===== src/rtl/reg_file_scoreboard.sv =====
// Register file with per-register busy bits for tracking writes in flight.
// It has two combinational read ports with write bypass and a sticky flag for reserving an already-busy register.
module reg_file_scoreboard #(
  parameter int WIDTH    = 16,
  parameter int DEPTH    = 8,
  parameter int ADDR_W   = 3,
  parameter bit ZERO_REG = 1'b0
) (
  input  logic              clk,
  input  logic              reset,
  input  logic              write,
  input  logic [ADDR_W-1:0] wrAddr,
  input  logic [WIDTH-1:0]  wrData,
  input  logic [ADDR_W-1:0] rdAddrA,
  output logic [WIDTH-1:0]  rdDataA,
  input  logic [ADDR_W-1:0] rdAddrB,
  output logic [WIDTH-1:0]  rdDataB,
  input  logic              reserve,
  input  logic [ADDR_W-1:0] rsvAddr,
  output logic              busyA,
  output logic              busyB,
  output logic              conflict
);

  logic [WIDTH-1:0] regs_q [DEPTH];
  logic [WIDTH-1:0] regs_d [DEPTH];
  logic [DEPTH-1:0] busy_q, busy_d;
  logic             conflict_q, conflict_d;

  logic wr_en, rsv_en, rsv_cleared;
  logic hit_a, hit_b, zero_a, zero_b;

  // Register 0 is hard-wired when ZERO_REG is set, so its writes and reservations are dropped here.
  assign wr_en       = write   && !(ZERO_REG && (wrAddr  == '0));
  assign rsv_en      = reserve && !(ZERO_REG && (rsvAddr == '0));
  assign rsv_cleared = wr_en && (wrAddr == rsvAddr);

  assign hit_a  = write && (wrAddr == rdAddrA);
  assign hit_b  = write && (wrAddr == rdAddrB);
  assign zero_a = ZERO_REG && (rdAddrA == '0);
  assign zero_b = ZERO_REG && (rdAddrB == '0);

  assign rdDataA  = zero_a ? '0 : (hit_a ? wrData : regs_q[rdAddrA]);
  assign rdDataB  = zero_b ? '0 : (hit_b ? wrData : regs_q[rdAddrB]);
  assign busyA    = busy_q[rdAddrA] && !hit_a;
  assign busyB    = busy_q[rdAddrB] && !hit_b;
  assign conflict = conflict_q;

  // NOTE: combinational next-state uses blocking '=' with every output defaulted first,
  // so no latch is inferred and later statements can override earlier ones.
  always_comb begin
    regs_d     = regs_q;
    busy_d     = busy_q;
    conflict_d = conflict_q;
    if (wr_en) begin
      regs_d[wrAddr] = wrData;
      busy_d[wrAddr] = 1'b0;
    end
    // The reservation comes after the write so it wins on a same-address edge.
    if (rsv_en) begin
      if (busy_q[rsvAddr] && !rsv_cleared) conflict_d = 1'b1;
      busy_d[rsvAddr] = 1'b1;
    end
  end

  // NOTE: the storage array is reset explicitly because the register file must read 0 after reset.
  // A plain RAM macro would not be reset this way.
  always_ff @(posedge clk) begin
    if (reset) begin
      for (int i = 0; i < DEPTH; i++) regs_q[i] <= '0;
      busy_q     <= '0;
      conflict_q <= 1'b0;
    end else begin
      regs_q     <= regs_d;
      busy_q     <= busy_d;
      conflict_q <= conflict_d;
    end
  end

endmodule

===== config.mk =====
export PLATFORM = sky130hd
export DESIGN_NAME = reg_file_scoreboard
export DESIGN_NICKNAME = d
export VERILOG_FILES = /design/src/rtl/reg_file_scoreboard.sv
export SDC_FILE = /design/constraint.sdc
export NUM_CORES = 1
export LEC_CHECK = 0
export CAP_MARGIN = 20
export CORE_MARGIN = 2
export CORE_UTILIZATION = 55
export CTS_BUF_LIST = sky130_fd_sc_hd__clkbuf_8 sky130_fd_sc_hd__clkbuf_16
export DETAILED_ROUTE_END_ITERATION = 8
export GPL_ROUTABILITY_DRIVEN = 0
export GPL_TIMING_DRIVEN = 0
export PLACE_DENSITY = 0.88
export SYNTH_ARGS = -nofsm -noshare
export SYNTH_HDL_FRONTEND = slang
export SYNTH_SLANG_ARGS = --single-unit

===== constraint.sdc =====
create_clock -name clk -period 4.9 [get_ports clk]
set_input_delay 0.98 -clock clk [delete_from_list [all_inputs] [get_ports clk]]
set_output_delay 0.98 -clock clk [all_outputs]
set_load 0.1 [all_outputs]

======== After elaboration in Yosys (flattened, before gate mapping) ========
Index checks and enable logic that the tools add are counted.
word-level totals
  register bits after elaboration ......... 137
  input port bits ......................... 32
  output and inout bits ................... 35
  logic and storage cells ................. 65
cells by class
  $lt $le $gt $ge ......................... 10
  equality and inequality tests ........... 3
  multiplexer cells ....................... 23
  bitwise operators ....................... 6
  reduce and logical (&&, ||, !) cells .... 13
operator list
  cell                number
  $bwmux 128          1
  $mux 16             7
  $bmux 16 s3         2
  $demux 16 s3        1
  $lt 3x4->1 const B  4
  $mux 8              2
  $ge 4x4->1 const B  3
  $not 3->4           3
  $bmux 1 s3          3
  $eq 3x3->1          3
  $logic_and 1x1->1   9
  $and 8x8->8         1
  $not 8->8           1
  $or 8x8->8          1
  $demux 1 s3         2
  $ge 3x1->1 const B  2
  $mux 1              5
  $lt 4x1->1 const B  1
  $logic_not 1->1     3
  $reduce_and 2->1    1

======== Depth between registers and ports, before layout ========
Gate-level depths: netlist (run 1).
  depth in word-level cells ............... 9
  depth in mapped cells ................... 7
  mapped depth without buffers ............ 3

======== Least setup slack after synthesis (run 1) ========
OpenSTA, ideal clock, no wires.
  path type ............................... input to output
  start ................................... input wrAddr[2]
  end ..................................... output busyB
  arrival ................................. 2640 ps
  data required time ...................... 3920 ps
  path slack .............................. 1280 ps
  cell stages on the path ................. 6
  path through ............................ clkbuf_1 -> buf_6 -> xnor2_1 -> nand4_2 -> buf_4 -> and2_1
on the way
  longest elaborated chain between the ends .. 4
RTL lines
  item                RTL line  source
  start: declaration  12        input logic [ADDR_W-1:0] wrAddr,
  $eq 3x3->1          39        assign hit_b = write && (wrAddr == rdAddrB);
  $logic_and 1x1->1   39
  $logic_not 1->1     46        assign busyB = busy_q[rdAddrB] && !hit_b;
  $logic_and 1x1->1   46
  end: declaration    21        output logic busyB,
Every way passes these cells.

======== Worst setup path after layout (run 1) ========
  start ................................... input rdAddrB[1]
  end ..................................... output rdDataB[6]
on the way
  longest elaborated chain between the ends .. 5
RTL lines
  item                                         RTL line  source
  start: declaration                           16        input logic [ADDR_W-1:0] rdAddrB,
  $not 3->4 (not written as such)              44        assign rdDataB = zero_b ? '0 : (hit_b ? wrData : regs_q[rdAddrB]);
  $bmux 16 s3                                  44
  $mux 16 (not written as such) (2 in series)  44
  $mux 16 (*)                                  44
  end: declaration                             17        output logic [WIDTH-1:0] rdDataB,
Every way passes the cells marked *; elsewhere a longest branch is shown, timed or not. The select of a mux whose other input is x is not followed.

==> flow_summary.ini, run 1 <==
[logic_synthesis]
yosysMostFrequentCell = nand2_1
yosys.area_share.simple_pct = 15.9
synth_fp_nets = 835
synth.mux.area_fraction_pct = 33.2
ys_ff_latch = 137
avgSynthCellArea_um2 = 9.78
synth_top_family_by_area = multiplexers
async_flop_share_pct = 0
postSynth.topFlopCell = dfxtp_1
synth.top_cell.area_share_pct = 34.9
synth_area_leaders = dfxtp_1 35%, mux4_1 23%, nand2_1 12%
syn-instance-count = 803
syn_area_um2 = 7850
yosysTopAreaCell = dfxtp_1
synth_common_cells = 257 x nand2_1, 137 x dfxtp_1, 130 x a21oi_1
yosysUniqueCellTypes = 31
yosysWarnings = 0
synth_compound_area_share_pct = 9.24
ys_seq_area_share_pct = 34.9
synth_edf_count = 0
synthAdderAreaFrac_pct = 0
yosys.area_share.xor_xnor_pct = 1.00

[timing]
worst_hold_slack_ns = 0.459
worst_pin_slew_ns = 1.00
min_period_ns = 4.94
fmax_mhz = 202
hold_violations = 0
slew_viol_final = 0
tns_ns = -0.0445
setup_viol = 1
finalWorstSetupSlack_ns = -0.0445
maxSlewHeadroom_pct = 33.2
worst_clock_skew_ns = 0.00265
post-route-period-util_pct = 101

[placement]
dp_worst_setup_slack_ns = 0.0493
dp_hpwl_um = 15900
io_buffers = 39

[run]
drv_cap = 0

[cts]
clk_latency_ns = 0.44
post_cts_buffers = 0
cts_made_buffers = 17
cts.clk_slew.worst_paths_ns = 0.06
cts_tree = done
cts_buffer_depth = 2
clock_sinks = 137
htreeDepth = 4
root_buffer = clkbuf_16

[floorplanning]
die_area_um2 = 15200
core_um2 = 13900
num_rows = 43
start_util_pct = 56.3
die_y_um = 123
ios = 67
die_x_um = 123

[finish]
fillers = 944
multi_input_area_um2 = 4660
seq_area_um2 = 2740
area_delta_synth_final_pct = 16.3
utilization_pct = 65.5
drive_above_1_share_pct = 14.2
antenna_cells = 0
nets = 893

[global_route]
grt_pass1_wl_um = 36300
grt_pass1_vias = 6502
grt_max_degree = 17
overflow = 0
grt_use_total_pct = 32.5
antenna_found_initial = 0

[route]
routedWlPerCell_um = 23.0
drt_iter0_drc = 1120
ant_nets = 0
dr_total_vias = 7081
finalWirelength_um = 24200
vias_per_cell = 6.72
dr.pass1.iters = 6
drc_errors = 0

[setup_path]
cpMaxStageDelayCell = clkdlybuf4s50_1
cp_cell_sequence = clkbuf_1 -> clkbuf_1 -> mux4_1 -> mux2_2 -> mux2_4 -> clkdlybuf4s50_1
worstSetupPathType = in2out
critPathCapture = rdDataB[6]
rr_startpoint = busy_q[7]$_SDFF_PP0_
critPathLaunchType = input pin
r2r_slack_ns = 3.67
r2r_end = conflict$_SDFFE_PP0P_
critPathLaunch = rdAddrB[1]
end_kind = output pin
crit_fanout = 10
crit_top_cell = clkbuf_1
worst_ep_arrival_time_ns = 3.96
worst-r2r-cell-count = 3
critPathMaxStageDelay_ns = 0.97
critPathRequiredTime_ns = 3.92

[outcome]
status = finished with violations
violations = setup timing

[power]
p_leak_nw = 3.91
ir_drop_mv = 0.254
finalPower_w = 0.00294
power.density_nw_per_um2 = 323

[min_path]
min_path_type = reg2reg
-- worst max-delay path, delay by kind of cell --
family	cells	cell delay, ns
multiplexers	3	1.06
buffers and inverters	3	1.91
-- how the worst min path moves through the flow --
stage	depth (start not counted)	startpoint	slack, ns	end
floorplan	2	regs_q[100]$_SDFFE_PP0P_	0.44	regs_q[100]$_SDFFE_PP0P_
global placement	2	regs_q[39]$_SDFFE_PP0P_	0.45	regs_q[39]$_SDFFE_PP0P_
detailed placement	2	regs_q[38]$_SDFFE_PP0P_	0.45	regs_q[38]$_SDFFE_PP0P_
CTS	2	regs_q[38]$_SDFFE_PP0P_	0.46	regs_q[38]$_SDFFE_PP0P_
global route	2	regs_q[19]$_SDFFE_PP0P_	0.48	regs_q[19]$_SDFFE_PP0P_
finish	2	regs_q[38]$_SDFFE_PP0P_	0.46	regs_q[38]$_SDFFE_PP0P_
-- placed cells by master, fill, tap and decap left out, types with 10 or more instances in the layout --
master and n:
nand2_1 257, a21oi_1 130, dfxtp_1 137, mux4_1 68
clkbuf_16 17, mux2_4 10, dlymetal6s2s_1 20, buf_6 11
clkbuf_1 63, mux2_2 56, clkdlybuf4s50_1 19
-- routing by layer --
layer	track usage [%]	part of all wire [%]
met5	0	0
met1	41.8	37
met3	8.86	12
met2	50.8	46
met4	16.1	4.2
-- repair_timing --
item                                    CTS  global route
endpoints found under the setup margin    0            20
hold buffers                              0             0
gates resized for setup                   0            20
-- through the flow --
| stage | cell area [um^2] | cells |
|---|---|---|
| floorplan | 7850 | 803 |
| CTS | 9080 | 1054 |
| detailed placement | 8470 | 1022 |
| finish | 9130 | 1054 |
| global route | 9130 | 1054 |
| global placement | 8470 | 1022 |
-- power breakdown --
group	switching (W)	total [W]	internal, W	leakage, nW
logic	0.000296	0.000439	0.000142	2.48
registers	0.0000187	0.00116	0.00114	1.11
clock network	0.000483	0.00135	0.000864	0.321
total	0.000798	0.00294	0.00215	3.91
-- cell type report --
class / count / area share [%]
sequential: 137 / 30.0
multi-input combinational: 577 / 51.0
tap: 180 / 2.47
buffer: 89 / 4.91
clock buffer: 19 / 4.96
timing repair buffer: 39 / 4.82
clock inverter: 13 / 1.75
-- state kept, by name, summed over array words and instances, names as in the netlist --
signal / count
regs_q: 128
busy_q: 8
conflict: 1
-- cell families (layout without fill, tap and decap cells) --
logic type / Yosys count / in the layout
AND/OR/NAND/NOR: 292 / 292
multiplexers: 137 / 137
XOR/XNOR: 9 / 9
buffers and inverters: 89 / 160
flip-flops: 137 / 137
AO/OA/AOI/OAI: 139 / 139
No activity file was read; power rests on OpenSTA's default activity.
==> inputs of run 2 (changes only) <==
Settings changed: CORE_UTILIZATION 55 to 53, HOLD_SLACK_MARGIN set to 0.02, PLACE_DENSITY 0.88 to 0.89.
Clock period 4.9 ns to 4 ns, I/O delays scaled along.
==> flow_summary.ini, run 2 (synthesis gave the netlist of run 1 again) <==
[timing]
setup_viol = 0
worst_clock_skew_ns = 0.00350
slew_viol_final = 0
fmax_mhz = 254
post-route-period-util_pct = 98.4
maxSlewHeadroom_pct = 34.2
min_period_ns = 3.94
worst_hold_slack_ns = 0.462
rsz0062_at_grt = no
hold_violations = 0
worst_pin_slew_ns = 0.991

[route]
dr.pass1.iters = 6
vias_per_cell = 6.72
ant_nets = 0
finalWirelength_um = 25100
drc_errors = 0
drt_iter0_drc = 1280
routedWlPerCell_um = 23.7
dr_total_vias = 7108

[setup_path]
critPathLaunchType = input pin
rr_startpoint = busy_q[7]$_SDFF_PP0_
r2r_slack_ns = 2.73
critPathRequiredTime_ns = 3.20
worst_ep_arrival_time_ns = 3.14
crit_fanout = 10
r2r_end = conflict$_SDFFE_PP0P_
end_kind = output pin
worstSetupPathType = in2out
worst-r2r-cell-count = 3

[finish]
nets = 893
layout_common_cells = 257 x nand2_1, 137 x dfxtp_1, 130 x a21oi_1
utilization_pct = 62.7
largest_register_ffs = 128
antenna_cells = 0
top_register = regs_q
design_area_um2 = 9080
drive_above_1_share_pct = 17.3
area_delta_synth_final_pct = 15.6
mostFrequentLayoutCell = nand2_1

[power]
p_seq_share_pct = 37.7
clkPwrFrac_pct = 48.3
finalPower_w = 0.00376
ir_drop_mv = 0.317
switching_power_w = 0.00101
p_leak_nw = 3.67
netSwitchingFraction_pct = 26.8
comb_power_share_pct = 14.0
power.density_nw_per_um2 = 415
intPower_w = 0.00275

[cts]
cts.clk_slew.worst_paths_ns = 0.06
clock_sinks = 137
root_buffer = clkbuf_16
post_cts_buffers = 0
cts_hold_buf = 0
htreeDepth = 4
cts_buffer_depth = 2
cts_tree = done
cts_made_buffers = 17
clk_latency_ns = 0.43

[placement]
placed_area_um2 = 8470
dp_hpwl_um = 16100
io_buffers = 39

[floorplanning]
ios = 67
die_y_um = 126
num_rows = 44
die_x_um = 126
start_util_pct = 54.2
die_area_um2 = 15800
core_um2 = 14500

[global_route]
antenna_found_initial = 0
grt_use_total_pct = 31.8
grt_max_degree = 17
grt_pass1_wl_um = 38400
grt_pass1_vias = 6960
overflow = 0

[min_path]
hold_depth = 2
hold_end = regs_q[36]$_SDFFE_PP0P_
worstHoldStart = regs_q[36]$_SDFFE_PP0P_
min_path_type = reg2reg

[run]
drv_cap = 0

[outcome]
status = completed
-- run 2: metal layers --
layer,GRT usage [%],vias up,share of wire [%]
met4,19.6,0,5.9
met2,50.6,630,47
li1,-,3012,-
met5,0,-,0
met1,39.5,3315,36
met3,7.18,151,11
-- run 2: timing repair --
item / CTS / global route
setup endpoints to repair: 34 / 13
pin swaps: 0 / 0
gates resized for setup: 56 / 20
hold endpoints to repair: 0 / 0
-- run 2: through the flow --
step,TNS [ns],worst slack [ns],cells
2_1_floorplan,0,0.740,803
3_3_place_gp,-13.72,-0.446,1026
3_5_place_dp,-14.65,-0.489,1026
4_1_cts,0,0.00920,1058
5_1_grt,0,0.0146,1058
6_report,0,0.0643,1058
-- run 2: cell type report --
type / instances / area (um^2)
fill: 1030 / 5400
clock buffer: 19 / 453
clock inverter: 13 / 224
buffer: 89 / 455
timing repair buffer: 39 / 312
sequential: 137 / 2740
multi-input combinational: 577 / 4660
tap: 184 / 230
-- run 2: power by group through the flow --
stage                     registers, W  logic, W  clock network (W)
after floorplan                0.00144  0.000390                  0
after global placement         0.00144  0.000515                  0
after detailed placement       0.00145  0.000522                  0
after CTS                      0.00142  0.000517            0.00180
after global routing           0.00142  0.000544            0.00186
final                          0.00142  0.000528            0.00182
-- run 2: worst max-delay path by stage --
stage               startpoint  slack (ns)  cells past startpoint          end
finish               wrAddr[2]        0.06                      6   rdDataB[5]
global route         wrAddr[2]        0.01                      7        busyA
CTS                 rdAddrA[1]       0.009                      6  rdDataA[13]
detailed placement  rdAddrA[1]       -0.49                      6   rdDataA[6]
global placement    rdAddrA[1]       -0.45                      6   rdDataA[6]
floorplan            wrAddr[2]        0.74                      6        busyB
-- run 2: worst max-delay path, stage by stage --
cell,delay [ns]
clkbuf_1,0.41
buf_6,0.24
xnor2_1,0.15
nand4_2,0.32
mux2_2,0.35
dlygate4sd2_1,0.86
